===== config.mk =====
export PLATFORM = sky130hd
export DESIGN_NAME = tiger_memory_stage
export DESIGN_NICKNAME = d
export VERILOG_FILES = /design/src/rtl/tiger_memory_stage.sv
export SDC_FILE = /design/constraint.sdc
export NUM_CORES = 1
export LEC_CHECK = 0
export BUFFER_PORTS_ARGS = -buffer_cell sky130_fd_sc_hd__buf_2
export CORE_MARGIN = 2
export CORE_UTILIZATION = 54
export DETAILED_ROUTE_END_ITERATION = 12
export PLACE_DENSITY = 0.78
export SETUP_SLACK_MARGIN = 0.02
export SLEW_MARGIN = 15
export SYNTH_ARGS = -nofsm -noshare
export SYNTH_HDL_FRONTEND = slang
export SYNTH_SLANG_ARGS = --single-unit

===== constraint.sdc =====
create_clock -name clk -period 2.3 [get_ports clk]
set_clock_uncertainty 0.05 [all_clocks]
set_input_delay 0 -clock clk [delete_from_list [all_inputs] [get_ports clk]]
set_output_delay 0 -clock clk [all_outputs]
set_load 0.02 [all_outputs]

===== src/rtl/tiger_memory_stage.sv =====
// tiger_memory_stage
//
// Memory stage of the Tiger pipeline. Non-load instructions pass their
// execute result straight through to the registered writeback outputs.
// Loads wait for the memory return. While waiting they request a pipeline
// stall. The returned word is formatted for byte, halfword, LWL/LWR or word
// loads (big-endian), and the result is written back. If the pipeline is
// stalled when data returns, the formatted value is parked in a capture
// buffer (HOLD) until the stall drops.
//
// Ports
//   clk, reset          clock; synchronous active-high reset
//   stall, clear        global pipeline stall; flush of this stage
//   memread             instruction in this stage is a load
//   mem8, mem16         byte / halfword load
//   memunsigned         zero-extend instead of sign-extend
//   meml, memr          LWL / LWR merge loads
//   regwrite, dest      destination register write request and index
//   resultin            execute result (old rt for LWL/LWR)
//   addrlo              low two bits of the load address
//   memreaddata/valid   memory return data and its qualifier
//   stallRq             combinational request to stall the pipeline
//   regwriteWB, destWB, dataWB   registered writeback outputs
//   memError            sticky flag: a load waited WAIT_LIMIT cycles
module tiger_memory_stage #(
   parameter int WAIT_LIMIT = 255
) (
   input  logic        clk,
   input  logic        reset,
   input  logic        stall,
   input  logic        clear,
   input  logic        memread,
   input  logic        mem8,
   input  logic        mem16,
   input  logic        memunsigned,
   input  logic        meml,
   input  logic        memr,
   input  logic        regwrite,
   input  logic [4:0]  dest,
   input  logic [31:0] resultin,
   input  logic [1:0]  addrlo,
   input  logic [31:0] memreaddata,
   input  logic        memreadvalid,
   output logic        stallRq,
   output logic        regwriteWB,
   output logic [4:0]  destWB,
   output logic [31:0] dataWB,
   output logic        memError
);

   localparam logic [7:0] LIMIT = 8'(WAIT_LIMIT);

   typedef enum logic [1:0] {S_IDLE, S_WAIT, S_HOLD} state_t;

   state_t      state, state_n;
   logic [7:0]  count, count_n;
   logic [31:0] buffer, buffer_n;
   logic        error_n;
   logic [31:0] formatted;
   logic        wb_en;
   logic [31:0] wb_data;
   logic [4:0]  wb_dest;
   logic        wb_rw;

   // Big-endian load formatting: byte k lives in bits [31-8k:24-8k].
   function automatic logic [31:0] format_load(
      input logic [31:0] mem,
      input logic [31:0] old,
      input logic [1:0]  k,
      input logic        b8,
      input logic        b16,
      input logic        uns,
      input logic        l,
      input logic        r
   );
      logic [4:0]  sh;
      logic [4:0]  shr;
      logic [31:0] tmp;
      logic [7:0]  byte_v;
      logic [15:0] half_v;
      logic [31:0] res;
      sh     = {k, 3'b000};
      shr    = 5'd24 - sh;
      tmp    = mem >> shr;
      byte_v = tmp[7:0];
      half_v = k[1] ? mem[15:0] : mem[31:16];
      res    = mem;
      if (b8) begin
         res = uns ? {24'h0, byte_v} : {{24{byte_v[7]}}, byte_v};
      end else if (b16) begin
         res = uns ? {16'h0, half_v} : {{16{half_v[15]}}, half_v};
      end else if (l) begin
         res = (mem << sh) | (old & ((32'h1 << sh) - 32'h1));
      end else if (r) begin
         res = (mem >> shr) | (old & ~(32'hFFFF_FFFF >> shr));
      end
      return res;
   endfunction

   always_comb begin
      state_n   = state;
      count_n   = count;
      buffer_n  = buffer;
      error_n   = memError;
      stallRq   = 1'b0;
      wb_en     = 1'b0;
      wb_data   = resultin;
      wb_dest   = dest;
      wb_rw     = regwrite && (dest != 5'd0);
      formatted = format_load(memreaddata, resultin, addrlo, mem8, mem16,
                              memunsigned, meml, memr);

      case (state)
         S_IDLE: begin
            if (memread && !memreadvalid) begin
               stallRq = 1'b1;
               count_n = 8'd0;
               state_n = S_WAIT;
            end else if (memread) begin
               buffer_n = formatted;
               if (stall) begin
                  state_n = S_HOLD;
               end else begin
                  wb_en   = 1'b1;
                  wb_data = formatted;
               end
            end else if (!stall) begin
               wb_en = 1'b1;
            end
         end
         S_WAIT: begin
            if (memreadvalid) begin
               buffer_n = formatted;
               if (stall) begin
                  state_n = S_HOLD;
               end else begin
                  wb_en   = 1'b1;
                  wb_data = formatted;
                  state_n = S_IDLE;
               end
            end else begin
               stallRq = 1'b1;
               if (count != 8'hFF) begin
                  count_n = count + 8'd1;
               end
               if (count == LIMIT) begin
                  error_n = 1'b1;
               end
            end
         end
         S_HOLD: begin
            // Memory inputs are ignored here; the captured value is final.
            if (!stall) begin
               wb_en   = 1'b1;
               wb_data = buffer;
               state_n = S_IDLE;
            end
         end
         default: state_n = S_IDLE;
      endcase

      // A flush only takes effect when the pipeline is moving.
      if (clear && !stall) begin
         state_n = S_IDLE;
         count_n = 8'd0;
         wb_en   = 1'b1;
         wb_data = 32'h0;
         wb_dest = 5'd0;
         wb_rw   = 1'b0;
      end
   end

   always_ff @(posedge clk) begin
      if (reset) begin
         state      <= S_IDLE;
         count      <= 8'd0;
         buffer     <= 32'h0;
         dataWB     <= 32'h0;
         destWB     <= 5'd0;
         regwriteWB <= 1'b0;
         memError   <= 1'b0;
      end else begin
         state    <= state_n;
         count    <= count_n;
         buffer   <= buffer_n;
         memError <= error_n;
         if (wb_en) begin
            dataWB     <= wb_data;
            destWB     <= wb_dest;
            regwriteWB <= wb_rw;
         end
      end
   end

endmodule

* Yosys cells after proc, flatten, opt, wreduce, memory -nomap -nowiden
Cells that the tools add are included.
** Storage, ports and cells
- Bits in registers :: 81
- Latch bits :: 0
- RAM bits :: 0
- ROM bits :: 0
- Bits of input ports :: 83
- Word-level logic and storage cells :: 85
- Memories kept :: 0
** Cells by class
- $add $sub $neg :: 3
- $mul :: 0
- Div/mod/pow operators :: 0
- Order comparisons :: 0
- Equality and inequality tests :: 13
- Shift operators :: 4
- Mux-type cells :: 39
- Bitwise logic cells :: 6
- Reductions and logical operators :: 13
** Operator list (number)
- $mux W32 :: 15
- $pmux W32 S3 :: 1
- $and A32 B32 Y32 :: 2
- $or A32 B32 Y32 :: 2
- $pmux W32 S2 :: 1
- $not A32 Y32 :: 1
- $shl A1 B5 Y32 const A :: 1
- $shl A32 B5 Y32 :: 1
- $shr A32 B5 Y32 :: 1
- $shr A32 B5 Y32 const A :: 1
- $sub A32 B1 Y32 const B :: 1
- $mux W8 :: 3
- $mux W16 :: 1
- $pmux W8 S2 :: 1
- $ne A2 B2 Y1 const B :: 7
- $mux W2 :: 6
- $reduce_and A4 Y1 :: 3
- $add A8 B1 Y8 const B :: 1
- $eq A8 B8 Y1 const B :: 1
- $ne A8 B8 Y1 const B :: 1
- $mux W1 :: 7
- $ne A3 B3 Y1 const B :: 2
- $pmux W2 S3 :: 1
- $mux W5 :: 1
- other kinds (13) :: 16

* Depth between registers and ports, before layout
- Word-level depth :: 14
- Depth in mapped cells :: 9

* Least setup slack after synthesis
OpenSTA, ideal clock, no wires.
- Kind :: register -> register
- From :: register state[0]
- To :: register count[0]
- Setup time :: 70 ps
- Arrival time :: 1662 ps
- Path slack :: 518 ps
- Stages on the path, launching flop included :: 7
- Buffers on the path :: 1
- Cells stage by stage :: dfxtp_1 buf_2 nor2_1 nor3_2 nand2_1 or3_1 a21oi_1
** On the way
- Word-level cells in the longest chain between the ends :: 3
- Elaborated cells on any way between the ends :: 8
- Those cells by class :: eq/ne: 4; mux: 1; reduce/logical: 3
** RTL lines
- start, declared :: RTL line 55 : state_t state, state_n;
- start signal, assigned :: RTL line 183 : state <= state_n;
- $eq A2 B1 Y1 / $logic_not A2 Y1 (equally long branches) :: RTL line 113 : case (state)
- $ne A2 B2 Y1 (no source line) / $reduce_bool A2 Y1 (equally long branches)
- $reduce_and A4 Y1 (no source line)
- end signal, assigned :: RTL line 184 : count <= count_n;
- end, declared :: RTL line 56 : logic [7:0] count, count_n;
Parallel ways exist; a longest one is shown, timed or not.
A chain may end at the register's enable or synchronous reset.

* Worst setup path in the final report
- From :: register state[0]
- To :: register count[5]
Same word-level chain as after synthesis.

==> results.cfg <==
[hold_path]
hp-class = in -> reg
holdPathEnd = dataWB[2]$_SDFFE_PP0P_
min_from = resultin[2]
worstHoldPathCells = 4

[yosys]
yosysWarnings = 0
yosysTopAreaCell = dfxtp_1
ys.flop_type = dfxtp_1
synth_cell_type_count = 81
synth_top_area_share_pct = 24.5
synth-seq-area-share_pct = 24.5
syn_area_sq_mm = 0.00661
synth_commonest_cells = 81 x dfxtp_1, 72 x nand2_1, 64 x o21ai_0, 59 x nor2_1, 58 x a21oi_1
yosys_register_bits = 81
async_flop_share_pct = 0
syn-instance-count = 821
synth_edf_count = 0
synth_area_per_cell_sq_um = 8.05
syn_nets = 905
synth_area_leaders = dfxtp_1 25%, o21ai_0 4.8%, a21oi_1 4.4%, nand2_1 4.1%, mux2i_1 3.9%
synth.most_common_cell = dfxtp_1

[critical_path]
worstSetupPathType = reg -> reg
r2r_cells = 6
cp_num_buf_inv = 1
path_cells = buf_4, nor2_1, nor4_1, nand4_1, xor2_1, nor2_1
rr_startpoint = state[0]$_SDFFE_PP0P_
timing.rr.end = count[5]$_SDFFE_PP0P_
r2r_slack_ns = 0.28
critPathMaxStageDelay_ns = 0.52
critPathTopFamily = simple AND/OR/NAND/NOR gates
worst_setup_path_start_kind = flop
cpMostUsedCell = nor2_1
cp-end-kind = flop
cp.required_ns = 2.47
critical_path.max_fanout = 19
cp.arrival_ns = 2.19
slowest_stage = nor4_1

[finish]
finish.utilization_pct = 66.0
layout-drive-gt1-share_pct = 25.1
nets = 1023
area_delta_synth_final_pct = 19.4
fillerInstances = 1045

[cts]
hold_buffers = 22
cts_buffer_depth = 2
cts_buffers = 9
cts_tree = built
worstSkewPairLatency_ns = 0.35
postCtsResizedCells = 0
cts_num_sinks = 81
cts-root-buf = clkbuf_16
postCtsSetupBuffers = 0
htreeDepth = 3
clk_pin_slew_ns = 0.06

[run]
drv_cap = 0

[grt]
antenna_found_initial = 0
grt_overflow = 0
grt_max_degree = 57
grt_pass1_wl_mm = 37.4
grt_pass1_vias = 6907
grtUsageTotal_pct = 36.5

[timing]
finalCritPeriodShare_pct = 87.8
slew_violations = 0
rsz0062_at_grt = false
tns_ns = 0
finalHoldViolations = 0
period_minus_slack_ns = 2.02
worst_pin_slew_ns = 0.776
max_clock_freq_mhz = 495
finalSetupViolCount = 0
maxSlewHeadroom_pct = 48.1

[place]
hpwl_mm = 16.9
gp_congestion = 1.07
portBuffers = 122

[drt]
drc = 0
viasPerCell = 6.85
wl_per_cell_um = 21.7
dr.pass1.iters = 6
num_vias = 7480
wirelength_mm = 23.7
ant_nets = 0
dr.first_iter.drc_count = 901

[floorplan]
boundaryPins = 123
chipHeight_um = 115
die_area_sq_mm = 0.0131
core_area_sq_mm = 0.0120
start_util_pct = 55.3
rows = 40
die_x_um = 115

[power]
power.leakage_nw = 3.30
power_density_mw_per_mm2 = 548
irDropWorstVdd_v = 0.000380

[outcome]
outcome = complete, no violations
layout make-up:
| class | count | area [sq um] | share of cell area (%) |
|---|---|---|---|
| Clock inverter | 6 | 90.1 | 1.14 |
| Timing Repair Buffer | 181 | 1160 | 14.7 |
| Inverter | 8 | 30.0 | 0.380 |
| Multi-Input combinational cell | 658 | 4570 | 57.9 |
| Clock buffer | 10 | 239 | 3.03 |
| Antenna cell | 1 | 2.50 | 0.0317 |
| Sequential cell | 81 | 1620 | 20.6 |
| Tap cell | 147 | 184 | 2.33 |
logic make-up after synthesis:
| family | Yosys count | share of synthesized area, % |
|---|---|---|
| AO/OA/AOI/OAI | 313 | 33.5 |
| AND/OR/NAND/NOR | 284 | 24.0 |
| buffers and inverters | 82 | 6.66 |
| flip-flops | 81 | 24.5 |
| multiplexers | 54 | 10.4 |
| XOR/XNOR | 6 | 0.795 |
| adder cells (fa/ha/maj) | 1 | 0.189 |
layer usage:
layer	routed length, um	part of all wire, %	vias up	GRT usage, %
li1	-	-	3386	-
met1	9590	40	3501	50.2
met2	10300	44	520	54.3
met3	2830	12	73	7.52
met4	956	4.0	0	17.7
met5	0	0	-	0
worst min-delay path, stage by stage:
cell and delay, ns:
buf_2 0.10, nand2_1 0.05, a21oi_1 0.12, a221o_1 0.11
cells in the final DEF (no fill, tap or decap), types with 15 or more instances in the layout:
| cell | synthesis | final |
|---|---|---|
| nor2_1 | 59 | 59 |
| buf_2 | 19 | 122 |
| o21ai_0 | 64 | 64 |
| a21oi_1 | 58 | 57 |
| mux2i_1 | 26 | 26 |
| a31oi_1 | 16 | 16 |
| nor3_1 | 15 | 15 |
| dfxtp_1 | 81 | 80 |
| nor2b_1 | 19 | 19 |
| buf_4 | 7 | 33 |
| a221o_1 | 16 | 16 |
| o21ai_1 | 26 | 26 |
| dlygate4sd3_1 | 0 | 22 |
| nand2_1 | 72 | 72 |
state kept, by name (all words and copies together) (netlist names):
name        cells
memError        1
buffer         32
destWB          5
regwriteWB      1
state           2
dataWB         32
count           8
how the worst max path moves through the flow:
stage | start | end | slack (ns) | cells after the start
3_3_place_gp | addrlo[0] | dataWB[27]$_SDFFE_PP0P_ | 0.30 | 6
6_report | state[0]$_SDFFE_PP0P_ | count[5]$_SDFFE_PP0P_ | 0.28 | 6
2_1_floorplan | state[0]$_SDFFE_PP0P_ | count[0]$_SDFFE_PP0P_ | 0.52 | 6
3_5_place_dp | addrlo[0] | dataWB[11]$_SDFFE_PP0P_ | 0.24 | 7
4_1_cts | state[0]$_SDFFE_PP0P_ | count[0]$_SDFFE_PP0P_ | 0.31 | 6
5_1_grt | state[0]$_SDFFE_PP0P_ | count[0]$_SDFFE_PP0P_ | 0.12 | 6
power breakdown:
part | leakage (nW) | switching [mW] | internal, mW
Clock | 0.159 | 0.633 | 0.984
Combinational | 2.48 | 0.727 | 0.471
Sequential | 0.661 | 0.0379 | 1.47
per-stage QoR:
stage	setup slack, ns	instance area, sq um	cells	power [mW]	hold slack, ns
6_report	0.280	7900	1092	4.33	0.00448
5_1_grt	0.124	7890	1091	4.48	0.0267
2_1_floorplan	0.518	6610	821	2.29	0.0755
3_5_place_dp	0.236	7340	1053	2.67	0.177
3_3_place_gp	0.298	7340	1053	2.65	0.170
4_1_cts	0.308	7890	1091	4.29	0.00322
(Power assumes the default switching activity.)
